<file path="src/rtl/pipearch_rdarb_pkg.sv">
// -----------------------------------------------------------------------------
// pipearch_rdarb_pkg
// Shared constants and helpers for the region read arbiter slice.
//   RDARB_NUM_REQ_DEF   : default number of requesters
//   RDARB_TAG_DEPTH_DEF : default maximum outstanding reads
//   rdarb_idx_w()       : width of a requester index / tag, minimum 1 bit
// -----------------------------------------------------------------------------
package pipearch_rdarb_pkg;

    localparam int unsigned RDARB_NUM_REQ_DEF   = 4;
    localparam int unsigned RDARB_TAG_DEPTH_DEF = 4;

    // clog2(n) but never zero, so a single-bit tag exists even for n <= 2.
    function automatic int unsigned rdarb_idx_w(input int unsigned n);
        return (n <= 2) ? 1 : $clog2(n);
    endfunction

    localparam int unsigned RDARB_TAG_W_DEF = rdarb_idx_w(RDARB_NUM_REQ_DEF);

endpackage

</file>
<file path="src/rtl/pipearch_tag_fifo.sv">
// -----------------------------------------------------------------------------
// pipearch_tag_fifo
// In-order storage for requester tags of reads in flight. Head is available
// combinationally (no read latency). Pointers wrap naturally; the occupancy
// count is kept separately so full and empty are unambiguous.
// Ports:
//   i_clk, i_reset : clock, synchronous active-high reset (flushes the FIFO)
//   i_push, i_tag  : write a tag (ignored when full)
//   i_pop          : drop the head entry (ignored when empty)
//   o_head         : oldest tag
//   o_count        : number of entries, 0..DEPTH
//   o_full/o_empty : occupancy flags
// -----------------------------------------------------------------------------
module pipearch_tag_fifo #(
    parameter int unsigned DEPTH = 4,
    parameter int unsigned WIDTH = 2
) (
    input  logic                     i_clk,
    input  logic                     i_reset,
    input  logic                     i_push,
    input  logic [WIDTH-1:0]         i_tag,
    input  logic                     i_pop,
    output logic [WIDTH-1:0]         o_head,
    output logic [$clog2(DEPTH):0]   o_count,
    output logic                     o_full,
    output logic                     o_empty
);

    localparam int unsigned PTR_W = $clog2(DEPTH);
    localparam int unsigned CNT_W = PTR_W + 1;

    logic [WIDTH-1:0] r_mem [DEPTH];
    logic [PTR_W-1:0] r_wr_ptr;
    logic [PTR_W-1:0] r_rd_ptr;
    logic [CNT_W-1:0] r_count;

    logic w_push;
    logic w_pop;

    assign o_full  = (r_count == CNT_W'(DEPTH));
    assign o_empty = (r_count == '0);
    assign o_head  = r_mem[r_rd_ptr];
    assign o_count = r_count;

    assign w_push = i_push && !o_full;
    assign w_pop  = i_pop  && !o_empty;

    always_ff @(posedge i_clk) begin
        if (w_push) begin
            r_mem[r_wr_ptr] <= i_tag;
            r_wr_ptr        <= r_wr_ptr + PTR_W'(1);
        end
        if (w_pop) begin
            r_rd_ptr <= r_rd_ptr + PTR_W'(1);
        end
        if (w_push && !w_pop) begin
            r_count <= r_count + CNT_W'(1);
        end else if (w_pop && !w_push) begin
            r_count <= r_count - CNT_W'(1);
        end
        if (i_reset) begin
            r_wr_ptr <= '0;
            r_rd_ptr <= '0;
            r_count  <= '0;
        end
    end

endmodule

</file>
<file path="src/rtl/pipearch_region_read_arbiter.sv">
// -----------------------------------------------------------------------------
// pipearch_region_read_arbiter
// Round-robin sharing of one fifobram region read port among NUM_REQ op units.
// Each issued read's requester index is queued in an in-order tag FIFO and the
// returning data is steered back to that requester.
// Ports:
//   clk, reset              : clock, synchronous active-high reset
//   req_re / req_raddr      : per-requester read request (held until granted)
//   req_grant               : one-hot, combinational grant this cycle
//   rsp_rvalid / rsp_rdata  : one-hot response valid, shared data bus
//   bram_re / bram_raddr    : registered read command to the region
//   bram_rvalid / bram_rdata: region read return
//   outstanding             : reads in flight
//   err_orphan              : sticky, data returned with nothing in flight
// Optional: define PIPEARCH_RDARB_STATS_EN to add stat_grants (per-requester
// grant counters) and stat_full_stall (cycles blocked by a full tag FIFO).
// -----------------------------------------------------------------------------
module pipearch_region_read_arbiter
    import pipearch_rdarb_pkg::*;
#(
    parameter int unsigned NUM_REQ   = RDARB_NUM_REQ_DEF,
    parameter int unsigned ADDR_W    = 16,
    parameter int unsigned DATA_W    = 512,
    parameter int unsigned TAG_DEPTH = RDARB_TAG_DEPTH_DEF
) (
    input  logic                            clk,
    input  logic                            reset,
    input  logic [NUM_REQ-1:0]              req_re,
    input  logic [NUM_REQ-1:0][ADDR_W-1:0]  req_raddr,
    output logic [NUM_REQ-1:0]              req_grant,
    output logic [NUM_REQ-1:0]              rsp_rvalid,
    output logic [DATA_W-1:0]               rsp_rdata,
    output logic                            bram_re,
    output logic [ADDR_W-1:0]               bram_raddr,
    input  logic                            bram_rvalid,
    input  logic [DATA_W-1:0]               bram_rdata,
    output logic [$clog2(TAG_DEPTH):0]      outstanding,
    output logic                            err_orphan
`ifdef PIPEARCH_RDARB_STATS_EN
    ,
    output logic [NUM_REQ-1:0][31:0]        stat_grants,
    output logic [31:0]                     stat_full_stall
`endif
);

    localparam int unsigned IDX_W = rdarb_idx_w(NUM_REQ);
    localparam int unsigned CNT_W = $clog2(TAG_DEPTH) + 1;

    logic [IDX_W-1:0]       r_rr_ptr;

    logic                   w_issue_ok;
    logic                   w_grant_any;
    logic [IDX_W-1:0]       w_grant_idx;
    logic [IDX_W:0]         w_scan;
    logic [2*NUM_REQ-1:0]   w_rot;
    logic [NUM_REQ-1:0]     w_grant;
    logic                   w_pop;
    logic [IDX_W-1:0]       w_head;
    logic [CNT_W-1:0]       w_count;
    logic                   w_full;
    logic                   w_empty;

    // Issue only while the registered count shows a free slot; a pop in the
    // same cycle is not credited until the next cycle.
    assign w_issue_ok = !w_full;

    // Rotate requests so bit 0 is the current round-robin starting point,
    // take the first set bit, then map back to an absolute requester index.
    assign w_rot = {req_re, req_re} >> r_rr_ptr;

    always_comb begin
        w_grant_any = 1'b0;
        w_grant_idx = '0;
        w_scan      = '0;
        w_grant     = '0;
        if (w_issue_ok) begin
            for (int unsigned j = 0; j < NUM_REQ; j++) begin
                if (!w_grant_any && w_rot[j]) begin
                    w_grant_any = 1'b1;
                    w_scan      = {1'b0, r_rr_ptr} + (IDX_W+1)'(j);
                    if (w_scan >= (IDX_W+1)'(NUM_REQ)) begin
                        w_scan = w_scan - (IDX_W+1)'(NUM_REQ);
                    end
                    w_grant_idx = w_scan[IDX_W-1:0];
                end
            end
        end
        if (w_grant_any) begin
            w_grant[w_grant_idx] = 1'b1;
        end
    end

    assign req_grant   = w_grant;
    assign w_pop       = bram_rvalid && !w_empty;
    assign outstanding = w_count;

    pipearch_tag_fifo #(
        .DEPTH (TAG_DEPTH),
        .WIDTH (IDX_W)
    ) u_tag_fifo (
        .i_clk   (clk),
        .i_reset (reset),
        .i_push  (w_grant_any),
        .i_tag   (w_grant_idx),
        .i_pop   (w_pop),
        .o_head  (w_head),
        .o_count (w_count),
        .o_full  (w_full),
        .o_empty (w_empty)
    );

    always_ff @(posedge clk) begin
        bram_re <= w_grant_any;
        if (w_grant_any) begin
            bram_raddr <= req_raddr[w_grant_idx];
            r_rr_ptr   <= (w_grant_idx == IDX_W'(NUM_REQ - 1)) ? '0
                                                                : w_grant_idx + IDX_W'(1);
        end

        rsp_rvalid <= '0;
        if (bram_rvalid) begin
            if (w_empty) begin
                err_orphan <= 1'b1;
            end else begin
                rsp_rvalid[w_head] <= 1'b1;
                rsp_rdata          <= bram_rdata;
            end
        end

`ifdef PIPEARCH_RDARB_STATS_EN
        if (w_grant_any) begin
            stat_grants[w_grant_idx] <= stat_grants[w_grant_idx] + 32'd1;
        end
        if ((|req_re) && !w_issue_ok) begin
            stat_full_stall <= stat_full_stall + 32'd1;
        end
`endif

        // Reset is written last so it overrides every assignment above.
        if (reset) begin
            bram_re    <= 1'b0;
            bram_raddr <= '0;
            rsp_rvalid <= '0;
            rsp_rdata  <= '0;
            err_orphan <= 1'b0;
            r_rr_ptr   <= '0;
`ifdef PIPEARCH_RDARB_STATS_EN
            stat_grants     <= '0;
            stat_full_stall <= '0;
`endif
        end
    end

endmodule

</file>
<file path="config.mk">
export PLATFORM = sky130hd
export DESIGN_NAME = pipearch_region_read_arbiter
export DESIGN_NICKNAME = d
export VERILOG_FILES = /design/src/rtl/pipearch_rdarb_pkg.sv /design/src/rtl/pipearch_tag_fifo.sv /design/src/rtl/pipearch_region_read_arbiter.sv
export SDC_FILE = /design/constraint.sdc
export NUM_CORES = 1
export LEC_CHECK = 0
export ABC_CLOCK_PERIOD_IN_PS = 7000
export CAP_MARGIN = 15
export CORE_AREA = 2 2 442 444
export CTS_BUF_LIST = sky130_fd_sc_hd__clkbuf_16
export DETAILED_ROUTE_END_ITERATION = 8
export DIE_AREA = 0 0 444 446
export DONT_BUFFER_PORTS = 1
export GPL_ROUTABILITY_DRIVEN = 0
export HOLD_SLACK_MARGIN = 0.02
export SETUP_SLACK_MARGIN = 0.02
export SLEW_MARGIN = 15
export SYNTH_ARGS = -nofsm -noshare
export SYNTH_HDL_FRONTEND = slang
export SYNTH_SLANG_ARGS = --single-unit
</file>
<file path="constraint.sdc">
create_clock -name clk -period 7 [get_ports clk]
set_clock_uncertainty 0.15 [all_clocks]
set_input_delay 1.05 -clock clk [delete_from_list [all_inputs] [get_ports clk]]
set_output_delay 1.05 -clock clk [all_outputs]
set_load 0.02 [all_outputs]
</file>
Yosys cells after proc, flatten, opt, wreduce, memory -nomap -nowiden
Memory sizes are Yosys's and may differ from the RTL's. A register that Yosys moved wholly into a read port is not among the register bits.
Cells that the tools add are included.
{"block": "word_totals", "elab_cells": 88, "input_bits": 583, "out_inout_bits": 541, "reg_bits": 543, "ram_bits": 8, "mem_count": 1}
{"memory": "u_tag_fifo.r_mem", "depth": 4, "word_bits": 2, "rd": 1, "rd_ports_with_merged_regs": 1, "wr": 1, "line_no": "pipearch_tag_fifo.sv:32", "text": "logic [WIDTH-1:0] r_mem [DEPTH];"}
{"block": "op_classes", "n_eq_ne": 2, "muxes": 31, "n_shift": 1, "reduce_logical": 22, "bitwise": 2, "order_cmp": 8, "n_addsub": 12}
{"cell": "$bmux W16 S2", "n": 1}
{"cell": "$mux W2", "n": 12}
{"cell": "$mux W16", "n": 1}
{"cell": "$mux W1", "n": 12}
{"cell": "$logic_and A1 B1 Y1", "n": 10}
{"cell": "$ge A3 B3 Y1 const B", "n": 3}
{"cell": "$shr A8 B2 Y4", "n": 1}
{"cell": "$sub A2 B1 Y2 const B", "n": 4}
{"cell": "$logic_not A1 Y1", "n": 7}
{"cell": "$add A2 B1 Y2 const B", "n": 3}
{"cell": "$add A2 B2 Y3 const B", "n": 2}
{"cell": "$lt A2 B3 Y1 const B", "n": 2}
{"cell": "$mux W3", "n": 2}
{"cell": "$demux W1 S2", "n": 2}
{"cell": "$ge A2 B1 Y1 const B", "n": 2}
{"cell": "$mux W4", "n": 1}
{"cell": "$reduce_and A2 Y1", "n": 2}
{"cell": "$add A2 B1 Y3 const B", "n": 1}
{"cell": "$add A3 B1 Y3 const B", "n": 1}
{"cell": "$eq A3 B3 Y1 const B", "n": 1}
{"cell": "$ge A2 B3 Y1 const B", "n": 1}
{"cell": "$logic_not A3 Y1", "n": 1}
{"cell": "$reduce_or A3 Y1", "n": 1}
{"cell": "$sub A3 B1 Y3 const B", "n": 1}
{"cell": "3 further kinds", "n": 4}

Longest topological paths before layout
Gate-level depths: netlist of the first run.
{"block": "depth", "word_depth": 20, "mapped_depth": 10, "ltp_nobuf": 8}

Modules after synthesis
From an unflattened synthesis of the first run, not the netlist that was laid out.
{"block": "unflattened", "hier_cells": 2439, "hier_area_um2": 19605.1}
{"mod": "pipearch_region_read_arbiter", "seq_area_each_um2": 10730.3, "n_inst": 1, "area_each_um2": 18843.1, "cells_per_inst": 2381}
{"mod": "pipearch_tag_fifo", "seq_area_each_um2": 420.4, "n_inst": 1, "area_each_um2": 762.0, "cells_per_inst": 58}

Worst setup path before layout of the first run
No wires, ideal clock.
{"block": "synth_path", "path_type": "input to output", "startpoint": "input req_re[1]", "endpoint": "output req_grant[1]", "required_time_ns": 5.800, "n_path_buf": 3, "stages": 9, "path_slack_ns": 3.310, "arrival_time_ns": 2.490, "cell_sequence": "nor2_1 > and2_1 > buf_2 > or4_1 > buf_6 > buf_6 > inv_2 > ha_1 > and2_1"}
{"block": "synth_between", "elab_chain_len": 20, "word_cells_on_any_way": 26, "cone_classes": "order compare: 2; shift: 1; mux: 16; reduce/logical: 7"}
{"item": "start, declared", "line_no": "pipearch_region_read_arbiter.sv:28", "text": "input logic [NUM_REQ-1:0] req_re,"}
{"item": "$shr A8 B2 Y4 (*)", "line_no": "pipearch_region_read_arbiter.sv:69", "text": "assign w_rot = {req_re, req_re} >> r_rr_ptr;"}
{"item": "$mux W1", "line_no": "pipearch_region_read_arbiter.sv:78", "text": "if (!w_grant_any && w_rot[j]) begin"}
{"item": "$mux W1", "line_no": "pipearch_region_read_arbiter.sv:76", "text": "if (w_issue_ok) begin"}
{"item": "$logic_not A1 Y1", "line_no": "pipearch_region_read_arbiter.sv:78"}
{"item": "$logic_and A1 B1 Y1", "line_no": "pipearch_region_read_arbiter.sv:78"}
{"item": "$mux W1", "line_no": "pipearch_region_read_arbiter.sv:78"}
{"item": "$mux W1", "line_no": "pipearch_region_read_arbiter.sv:76"}
{"item": "$logic_not A1 Y1", "line_no": "pipearch_region_read_arbiter.sv:78"}
{"item": "(+5 left out)"}
{"item": "$mux W2 (*)", "line_no": "pipearch_region_read_arbiter.sv:78"}
{"item": "$mux W2 (*)", "line_no": "pipearch_region_read_arbiter.sv:76"}
{"item": "via u_tag_fifo.i_tag[0]", "line_no": "pipearch_tag_fifo.sv:21", "text": "input logic [WIDTH-1:0] i_tag,"}
{"item": "$lt A2 B3 Y1 (not written as such) or $ge A2 B1 Y1 (tied branches)", "line_no": "pipearch_region_read_arbiter.sv:89", "text": "w_grant[w_grant_idx] = 1'b1;"}
{"item": "$logic_and A1 B1 Y1 (not written as such)", "line_no": "pipearch_region_read_arbiter.sv:89"}
{"item": "$mux W1 (not written as such)", "line_no": "pipearch_region_read_arbiter.sv:89"}
{"item": "$demux W1 S2 (*)", "line_no": "pipearch_region_read_arbiter.sv:89"}
{"item": "$mux W4 (*)", "line_no": "pipearch_region_read_arbiter.sv:88", "text": "if (w_grant_any) begin"}
{"item": "end, declared", "line_no": "pipearch_region_read_arbiter.sv:30", "text": "output logic [NUM_REQ-1:0] req_grant,"}
The timed path passes the listed nets; every way through them passes the cells marked *. The select of a mux whose other input is x is not followed.

Worst setup path in the final report of the first run
{"block": "layout_path", "startpoint": "register r_rr_ptr[0]", "endpoint": "output req_grant[2]"}
{"block": "layout_between", "elab_chain_len": 20, "word_cells_on_any_way": 41, "cone_classes": "add/sub: 7; order compare: 6; shift: 1; mux: 20; reduce/logical: 7"}
{"item": "start, declared", "line_no": "pipearch_region_read_arbiter.sv:49", "text": "logic [IDX_W-1:0] r_rr_ptr;"}
{"item": "start signal, assigned", "line_no": "pipearch_region_read_arbiter.sv:116", "text": "r_rr_ptr <= (w_grant_idx == IDX_W'(NUM_REQ - 1)) ? '0"}
{"item": "$shr A8 B2 Y4", "line_no": "pipearch_region_read_arbiter.sv:69"}
{"item": "$mux W1", "line_no": "pipearch_region_read_arbiter.sv:78"}
{"item": "$mux W1", "line_no": "pipearch_region_read_arbiter.sv:76"}
{"item": "$logic_not A1 Y1", "line_no": "pipearch_region_read_arbiter.sv:78"}
{"item": "$logic_and A1 B1 Y1", "line_no": "pipearch_region_read_arbiter.sv:78"}
{"item": "$mux W1", "line_no": "pipearch_region_read_arbiter.sv:78"}
{"item": "$mux W1", "line_no": "pipearch_region_read_arbiter.sv:76"}
{"item": "$logic_not A1 Y1", "line_no": "pipearch_region_read_arbiter.sv:78"}
{"item": "(+4 left out)"}
{"item": "$logic_and A1 B1 Y1", "line_no": "pipearch_region_read_arbiter.sv:78"}
{"item": "$mux W2", "line_no": "pipearch_region_read_arbiter.sv:78"}
{"item": "$mux W2", "line_no": "pipearch_region_read_arbiter.sv:76"}
{"item": "$lt A2 B3 Y1 (not written as such) or $ge A2 B1 Y1 (tied branches)", "line_no": "pipearch_region_read_arbiter.sv:89"}
{"item": "$logic_and A1 B1 Y1 (not written as such)", "line_no": "pipearch_region_read_arbiter.sv:89"}
{"item": "$mux W1 (not written as such)", "line_no": "pipearch_region_read_arbiter.sv:89"}
{"item": "$demux W1 S2", "line_no": "pipearch_region_read_arbiter.sv:89"}
{"item": "$mux W4 (*)", "line_no": "pipearch_region_read_arbiter.sv:88"}
Every way passes the cells marked *; elsewhere a longest branch is shown, timed or not. The select of a mux whose other input is x is not followed.

==> results of run 1 <==
synthesized netlist by cell type, types with 2 or more instances:
| library cell | count | area [µm²] |
|---|---|---|
| ha_1 | 9 | 113 |
| and2_1 | 9 | 56.3 |
| a311oi_1 | 16 | 140 |
| nor2_1 | 30 | 113 |
| o221ai_2 | 11 | 165 |
| buf_2 | 19 | 95.1 |
| o21ai_1 | 2 | 10.0 |
| o211ai_2 | 5 | 62.6 |
| xor2_1 | 2 | 17.5 |
| o211ai_1 | 11 | 82.6 |
| buf_12 | 2 | 40.0 |
| nand2b_1 | 5 | 31.3 |
| inv_1 | 24 | 90.1 |
| nand2_1 | 1033 | 3880 |
| edfxtp_1 | 8 | 240 |
| a21oi_1 | 519 | 2600 |
| xnor2_1 | 2 | 17.5 |
| a21oi_2 | 2 | 17.5 |
| and4bb_1 | 2 | 25.0 |
| o41ai_1 | 17 | 149 |
| clkbuf_1 | 155 | 582 |
| mux4_2 | 2 | 45.0 |
| o221ai_1 | 5 | 43.8 |
| buf_6 | 3 | 33.8 |
| dfxtp_1 | 545 | 10900 |
| buf_1 | 11 | 41.3 |
metal layers:
layer	share of wire (%)	vias to the layer above	wire (µm)	track usage, %
met1	28	8635	38900	11.3
met2	44	1315	61800	19.1
met3	22	331	30900	13.0
met5	0.14	-	202	0
li1	-	7863	-	-
met4	5.9	28	8250	10.3
path summary, 6_finish.rpt:
path | endpoint | slack (ns)
worst max-delay path | req_grant[2] | 2.25
worst max register to register | rsp_rdata[312] | 3.57
worst min register to register | u_tag_fifo.r_wr_ptr[1] | 0.37
worst min-delay path | rsp_rdata[62] | 0.33
layout make-up:
type                       instances  area, µm²  area share (%)
antenna                           41        103           0.414
clock buffer                      70       1750            7.07
clock inverter                    53        644            2.60
inverter                          26        106           0.429
multi-input combinational       1696       7710            31.1
sequential                       553      11200            45.0
tap                             2542       3180            12.8
timing repair buffer              12        115           0.465
through the flow:
stage,setup WS [ns],power [W],hold WS [ns]
3_5_place_dp,2.38,0.00749,0.353
6_report,2.25,0.0113,0.329
3_3_place_gp,2.55,0.00740,0.335
5_1_grt,2.07,0.0118,0.243
4_1_cts,2.26,0.0114,0.225
2_1_floorplan,3.31,0.00636,0.316
power breakdown:
part	leakage (nW)	total [W]	switching [W]	internal [W]
clock network	1.17	0.00385	0.00163	0.00222
registers	4.54	0.00543	0.00168	0.00375
logic	2.35	0.00197	0.00139	0.000577
total	8.06	0.0113	0.00470	0.00655
worst reg2reg max path, stage by stage (launching register included):
cell	delay [ns]
dfxtp_1	0.61
nor3_1	0.17
nor2b_4	0.23
buf_4	0.81
buf_4	0.89
nand2_1	0.26
a21oi_1	0.19
flip-flops by register name, summed over array words and instances, names as in the netlist, 2 cells and up, named ones only:
register,cells
bram_raddr,16
r_rr_ptr,2
rsp_rdata,512
rsp_rvalid,4
u_tag_fifo.o_count,3
u_tag_fifo.r_mem,8
u_tag_fifo.r_rd_ptr,2
u_tag_fifo.r_wr_ptr,2
kinds of logic (layout without fill, tap and decap cells):
family / count (synthesis) / count (layout) / synth area share, %
AO/OA/AOI/OAI: 592 / 592 / 16.8
XOR/XNOR: 4 / 4 / 0.177
adder cells (fa/ha/maj): 10 / 10 / 0.672
buffers and inverters: 217 / 161 / 4.55
flip-flops: 553 / 553 / 56.5
multiplexers: 2 / 2 / 0.228
other: 0 / 41 / 0
AND/OR/NAND/NOR: 1088 / 1088 / 21.1
==> reports/qor.csv, run 1 <==
metric,value,unit
status,"complete, but fails checks",
failing checks,max-slew violations,
Fillers,22134,
clock buffer depth,3,
Slew @ Worst Pin,1.71,ns
fin util,12.8,%
CTS Buf Count,70,
# setup viols final,0,
crit path capture type,primary output,
Async SR Flop Fraction,0,%
Residual DRC,0,
H-tree lvl count,3,
Post-Synthesis Cells,2466,
clk_lat worst skew,0.69,ns
final instance area,24800,µm²
Layout Area Growth over Synthesis,25.4,%
Post-CTS Hold Fix Bufs,0,
Final TNS setup,0,ns
kind of critical path,flop to primary output,
"Top FF cell, synth",dfxtp_1,
"commonest non-fill, non-tap cell in the layout",nand2_1,
count of different cell masters after synthesis,43,
largest net degree at the start of global routing,543,
vias in the first global route,16544,
Reg2Reg Launch Point,u_tag_fifo.o_count[0],
Site Rows,162,
"Reg clk slew, reported paths",0.06,ns
critical path data arrival time,3.55,ns
Critical Path Source,r_rr_ptr[0],
"Max FO, Critical Path",21,
post-detail-place hpwl,116,mm
hold path depth,1,
grt ovf,0,
IO Count,1124,
Cell Pwr Density,454,nW/µm²
share of layout cells above drive strength 1,6.10,%
Final nets,2952,
root buffer cell,clkbuf_16,
final period utilization,67.8,%
"flops & latches, synth",553,
placed insts,4829,
DR WL/cell,28.1,µm
final hold vios,0,
die area,198000,µm²
critical-path cell list,nand2b_1 > a21oi_2 > or4_1 > buf_4 > ha_1 > and2_1,
RSZ-0062 raised after global routing,no,
First-pass DRT Iterations,6,
Slew headroom,-13.9,%
IO buf count,0,
# resized after CTS,0,
syn nets,3059,
Leak,8.06,nW
Final min period,4.75,ns
area of the mapped netlist,19700,µm²
vias per cell,3.64,
Die Ht,446,µm
synth warn,0,
GR Util All Layers,13.4,%
Vias,18172,
Starting Density,10.2,%
Mapped Avg Cell Area,8.01,µm²
Highest Clock Rate,211,MHz
DP Area,22300,µm²
1st-iter DRT viols,2013,
startpoint types,flop,
antenna violations before repair,106,
CP max-delay cell,or4_1,
core box area,194000,µm²
Final ANT Viol Nets,0,
Buf/Inv on CP,1,
CP Data Required Time,5.80,ns
Post-synth EDFFs,8,
"commonest non-fill, non-tap cells in the layout","nand2_1, dfxtp_1, a21oi_1",
buffer count from post-CTS setup fixing,0,
Routed Wire Length,140,mm
"slowest stage delay, CP",0.81,ns
path depth of the worst reg2reg path,6,
post-synthesis sequential area ratio,56.5,%
first-pass GRT wire length,171,mm
CTS tree,done,
Non-Filler Instances,4993,
Max IR drop VDD,0.212,mV
hold_sp,reset,
Crit path max-delay family,simple AND/OR/NAND/NOR gates,
CTS sink cnt,553,
Pins Over Slew Limit,228,
HP Class,primary input to flop,
CP Depth,6,
chip width,444,µm
max cap viols,0,
Power figures use the tool's default switching activity.
==> inputs of run 2 (changes only) <==
--- a/config.mk
+++ b/config.mk
@@ -5,7 +5,7 @@
 export SDC_FILE = /design/constraint.sdc
 export NUM_CORES = 1
 export LEC_CHECK = 0
-export ABC_CLOCK_PERIOD_IN_PS = 7000
+export ABC_CLOCK_PERIOD_IN_PS = 4500
 export CAP_MARGIN = 15
 export CORE_AREA = 2 2 442 444
 export CTS_BUF_LIST = sky130_fd_sc_hd__clkbuf_16
==> constraint.sdc (replaced) <==
create_clock -name clk -period 4.5 [get_ports clk]
set_clock_uncertainty 0.15 [all_clocks]
set_input_delay 0.675 -clock clk [delete_from_list [all_inputs] [get_ports clk]]
set_output_delay 0.675 -clock clk [all_outputs]
set_load 0.02 [all_outputs]
==> run 2 against run 1 <==
Largest cell class unchanged; utilization grew 2.9 points; largest power group unchanged; final cell count is 12% higher; register-to-register slack worse by 2.6 ns; the run now ends clean.
==> reports/qor.csv, run 2 (synthesized netlist as in run 1, its figures left out) <==
metric,value,unit
Cell Pwr Density,599,nW/µm²
Final min period,4.08,ns
Top reg by flops,rsp_rdata,
footprint of the multi-input gates,7710,µm²
"worst slack, placed",1.13,ns
path depth of the worst reg2reg path,7,
first-pass GRT wire length,185,mm
final period utilization,90.8,%
core box area,194000,µm²
Vias,20744,
final worst slack,0.416,ns
DR WL/cell,26.6,µm
Routed Wire Length,148,mm
IO Count,1124,
Comb pwr share,21.0,%
Site Rows,162,
post-detail-place hpwl,117,mm
Net Sw Power,0.00761,W
HP Class,primary input to flop,
crit path capture type,primary output,
status,"finished, final reports clean",
Highest Clock Rate,245,MHz
Crit path max-delay family,simple AND/OR/NAND/NOR gates,
"Max FO, Critical Path",22,
reg-to-reg endpoint,rsp_rdata[77],
"Reg clk slew, reported paths",0.06,ns
grt ovf,0,
vias per cell,3.73,
hold path depth,2,
H-tree lvl count,3,
1st-iter DRT viols,2206,
clock buffer depth,3,
Post-CTS Hold Fix Bufs,551,
antenna violations before repair,120,
CP Data Required Time,3.67,ns
max reg flops,512,
Die Ht,446,µm
Final TNS setup,0,ns
largest net degree at the start of global routing,319,
buffer count from post-CTS setup fixing,0,
RSZ-0062 raised after global routing,no,
Max IR drop VDD,0.267,mV
hold_sp,bram_rdata[175],
IO buf count,0,
vias in the first global route,19964,
Final ANT Viol Nets,0,
P_int,0.0106,W
chip width,444,µm
"slowest stage delay, CP",0.68,ns
flip-flop and latch area,11200,µm²
First-pass DRT Iterations,6,
Starting Density,10.2,%
clk_lat worst skew,0.71,ns
critical path data arrival time,3.26,ns
Layout Area Growth over Synthesis,53.8,%
Final nets,3511,
final hold vios,0,
Buf/Inv on CP,3,
share of layout cells above drive strength 1,5.18,%
GR Util All Layers,14.2,%
DP Area,22300,µm²
Net Sw Frac,41.8,%
sequential fraction of design power,46.2,%
CTS Buf Count,74,
hold endpoint,rsp_rdata[175],
max cap viols,0,
die area,198000,µm²
Leak,10.7,nW
# resized after CTS,0,
Pins Over Slew Limit,0,
power share of the clock group,32.7,%
"commonest non-fill, non-tap cell in the layout",nand2_1,
CTS tree,done,
kind of critical path,flop to primary output,
final instance area,30400,µm²
crit-path most repeated cell,buf_4,
critical-path cell list,or3b_4 > o41ai_2 > buf_4 > or4_1 > buf_4 > inv_2 > ha_1 > and2_1,
Top Registers,"rsp_rdata: 512 flops, bram_raddr: 16 flops, u_tag_fifo.r_mem: 8 flops",
Critical Path Source,u_tag_fifo.o_count[0],
CP max-delay cell,or4_1,
Slew headroom,11.3,%
root buffer cell,clkbuf_16,
"commonest non-fill, non-tap cells in the layout","nand2_1, dlygate4sd3_1, dfxtp_1",
r2r setup slk,0.99,ns
CTS sink cnt,553,
Fillers,21685,
Residual DRC,0,
Reg2Reg Launch Point,u_tag_fifo.o_count[2],
startpoint types,flop,
# setup viols final,0,
Slew @ Worst Pin,1.33,ns
run 2: cell types whose count changed in the layout (fill, tap and decap cells not counted), sizes merged:
cell         previous run  this run
buf                    12        17
bufinv                 10         5
clkbuf                 70        75
clkinv                 19        25
clkinvlp                9         8
diode                  41        54
dlygate4sd3             0       550
inv                    41        43
run 2: metrics by stage:
step	utilization [%]	instances	hold WS (ns)	power, W
6_report	15.7	5568	0.105	0.0182
5_1_grt	15.7	5555	0.0509	0.0192
4_1_cts	15.6	5514	0.0206	0.0185
3_5_place_dp	11.5	4833	0.343	0.0116
3_3_place_gp	11.5	4833	0.340	0.0115
2_1_floorplan	-	2466	0.316	0.00989
run 2: worst max path at each step:
stage,end,cells after the start
CTS,req_grant[3],8
floorplan,req_grant[1],9
finish,req_grant[3],8
global route,req_grant[3],8
detailed placement,req_grant[3],7
global placement,req_grant[3],8
run 2: metal layers:
layer | vias up | GRT usage, % | routed length (µm) | share of wire, %
li1 | 9013 | - | - | -
met3 | 457 | 13.7 | 32300 | 22
met2 | 1558 | 21.5 | 65200 | 44
met1 | 9686 | 11.7 | 40900 | 28
met5 | - | 0.757 | 395 | 0.27
met4 | 30 | 8.94 | 9330 | 6.3
run 2: cell type report:
type / count / share of cell area (%)
antenna: 54 / 0.445
sequential: 553 / 36.7
clock buffer: 75 / 6.18
inverter: 26 / 0.350
clock inverter: 55 / 1.66
timing repair buffer: 567 / 18.8
multi-input combinational: 1696 / 25.4
tap: 2542 / 10.5
run 2: power by group through the flow:
stage	Sequential (W)	Clock (W)	Combinational [W]
floorplan	0.00740	0	0.00249
global placement	0.00851	0	0.00298
detailed placement	0.00852	0	0.00312
CTS	0.00841	0.00623	0.00382
global route	0.00858	0.00636	0.00423
finish	0.00842	0.00596	0.00382
==> inputs of run 3 (changes only) <==
--- a/config.mk
+++ b/config.mk
@@ -13,6 +13,7 @@
 export DIE_AREA = 0 0 444 446
 export DONT_BUFFER_PORTS = 1
 export GPL_ROUTABILITY_DRIVEN = 0
+export GPL_TIMING_DRIVEN = 0
 export HOLD_SLACK_MARGIN = 0.02
 export SETUP_SLACK_MARGIN = 0.02
 export SLEW_MARGIN = 15
==> run 3 against run 2 <==
The flow now finishes with violations (design-rule violations); hold slack lost 0.0075 ns; sequential power shrank 0.7%; worst setup slack gained 0.19 ns; cell area shrank 1.3%; combinational power grew 13%; first-iteration DRC count grew 39%; utilization shrank 0.20 points; non-clock buffer count grew 105; via count grew 9.6%; highest routed layer unchanged.
==> reports/qor.csv, run 3 (synthesized netlist as in run 1, its figures left out) <==
metric,value,unit
P_int,0.0100,W
die area,198000,µm²
Crit path max-delay family,simple AND/OR/NAND/NOR gates,
met2 wire length,72.6,mm
Slew @ Worst Pin,1.08,ns
kind of critical path,flop to primary output,
crit-path most repeated cell,buf_6,
Cell Pwr Density,598,nW/µm²
CP Data Required Time,3.67,ns
"Max FO, Critical Path",11,
chip width,444,µm
WHS,0.0976,ns
status,"complete, but fails checks",
fin util,15.5,%
grt ovf,0,
Leak,10.2,nW
crit path capture type,primary output,
Vias,22741,
failing checks,design-rule violations,
metal3 WL,29.8,mm
Routed Wire Length,163,mm
CTS Buf Count,66,
Site Rows,162,
# setup viols final,0,
First-pass DRT Iterations,9,
RSZ-0062 raised after global routing,no,
DR top layer,met5,
"commonest non-fill, non-tap cells in the layout","nand2_1, dfxtp_1, a21oi_1",
Top Registers,"rsp_rdata: 512 flops, bram_raddr: 16 flops, u_tag_fifo.r_mem: 8 flops",
largest net degree at the start of global routing,16,
"Reg clk slew, reported paths",0.06,ns
antenna violations before repair,114,
Top reg by flops,rsp_rdata,
max reg flops,512,
Met1 Wirelength,46.1,mm
"commonest non-fill, non-tap cell in the layout",nand2_1,
CTS sink cnt,553,
Final ANT Viol Nets,0,
Comb pwr share,24.0,%
Final TNS setup,0,ns
first-pass GRT wire length,202,mm
startpoint types,flop,
sequential fraction of design power,46.6,%
buffer count from post-CTS setup fixing,0,
1st-iter DRT viols,3075,
final hold vios,0,
HP Class,primary input to flop,
GR Util All Layers,15.5,%
post-detail-place hpwl,136,mm
CP max-delay cell,dfxtp_1,
Max IR drop VDD,0.265,mV
share of layout cells above drive strength 1,4.99,%
Final nets,3608,
Final min period,3.89,ns
power share of the clock group,29.4,%
Fillers,21653,
root buffer cell,clkbuf_16,
"slowest stage delay, CP",0.58,ns
H-tree lvl count,3,
Pins Over Slew Limit,0,
Net Sw Power,0.00789,W
core box area,194000,µm²
Highest Clock Rate,257,MHz
clk_lat worst skew,0.66,ns
Buf/Inv on CP,3,
critical-path cell list,or3b_4 > o41ai_1 > or4_1 > buf_6 > buf_6 > inv_2 > ha_1 > and2_1,
final period utilization,86.5,%
vias per cell,4.00,
DR WL/cell,28.6,µm
Net Sw Frac,44.0,%
Residual DRC,8,
Starting Density,10.2,%
Die Ht,446,µm
clock buffer depth,3,
Slew headroom,27.8,%
CTS tree,done,
max cap viols,0,
IO Count,1124,
IO buf count,0,
critical path data arrival time,3.07,ns
Layout Area Growth over Synthesis,51.9,%
vias in the first global route,20877,
==> run 3: cell types whose count changed in the layout (fill, tap and decap cells not counted), sizes merged <==
cell / before / now
clkbuf: 75 / 221
clkinv: 25 / 24
clkinvlp: 8 / 5
diode: 54 / 81
buf: 17 / 37
bufinv: 5 / 3
dlygate4sd3: 550 / 480
inv: 43 / 47
==> run 3: path summary, 6_finish.rpt <==
check	startpoint	end	slack, ns	cells past startpoint
worst max-delay path	u_tag_fifo.o_count[1]	req_grant[1]	0.61	8
worst min-delay path	bram_rdata[344]	rsp_rdata[344]	0.1	2
worst min register to register	u_tag_fifo.r_wr_ptr[1]	u_tag_fifo.r_wr_ptr[1]	0.35	2
worst max register to register	u_tag_fifo.o_count[2]	rsp_rdata[166]	0.94	8
==> run 3: per-stage QoR <==
stage | setup slack (ns) | total power (W) | instance area (µm²) | cells
2_1_floorplan | 1.56 | 0.00989 | 19700 | 2466
4_1_cts | 0.603 | 0.0179 | 29800 | 5608
6_report | 0.606 | 0.0179 | 30000 | 5689
5_1_grt | 0.521 | 0.0186 | 29900 | 5662
3_5_place_dp | 0.909 | 0.0122 | 23000 | 5009
3_3_place_gp | 0.538 | 0.0121 | 22900 | 5008
==> run 3: final cells by class <==
cell class	count	area (µm²)	area share (%)
Antenna cell	81	203	0.676
Clock inverter	53	384	1.28
Tap cell	2542	3180	10.6
Multi-Input combinational cell	1696	7700	25.7
Buffer	191	806	2.69
Sequential cell	553	11200	37.2
Inverter	26	98.8	0.330
Timing Repair Buffer	481	4820	16.1
Clock buffer	66	1650	5.51
==> run 3: power by group through the flow <==
| stage | logic (W) | clock network, W | registers (W) |
|---|---|---|---|
| finish | 0.00431 | 0.00527 | 0.00836 |
| global route | 0.00464 | 0.00554 | 0.00844 |
| CTS | 0.00422 | 0.00539 | 0.00832 |
| detailed placement | 0.00377 | 0 | 0.00842 |
| global placement | 0.00365 | 0 | 0.00840 |
| floorplan | 0.00249 | 0 | 0.00740 |
==> run 3: metal layers <==
metal / track usage (%) / vias up
met3: 11.3 / 684
met5: 2.03 / -
met4: 11.2 / 42
li1: - / 9268
met2: 24.2 / 2119
met1: 13.8 / 10628
==> run 3: repair_timing <==
item	in CTS	in global routing
resized for setup	0	0
hold buffers	480	0
endpoints found under the hold margin	480	0
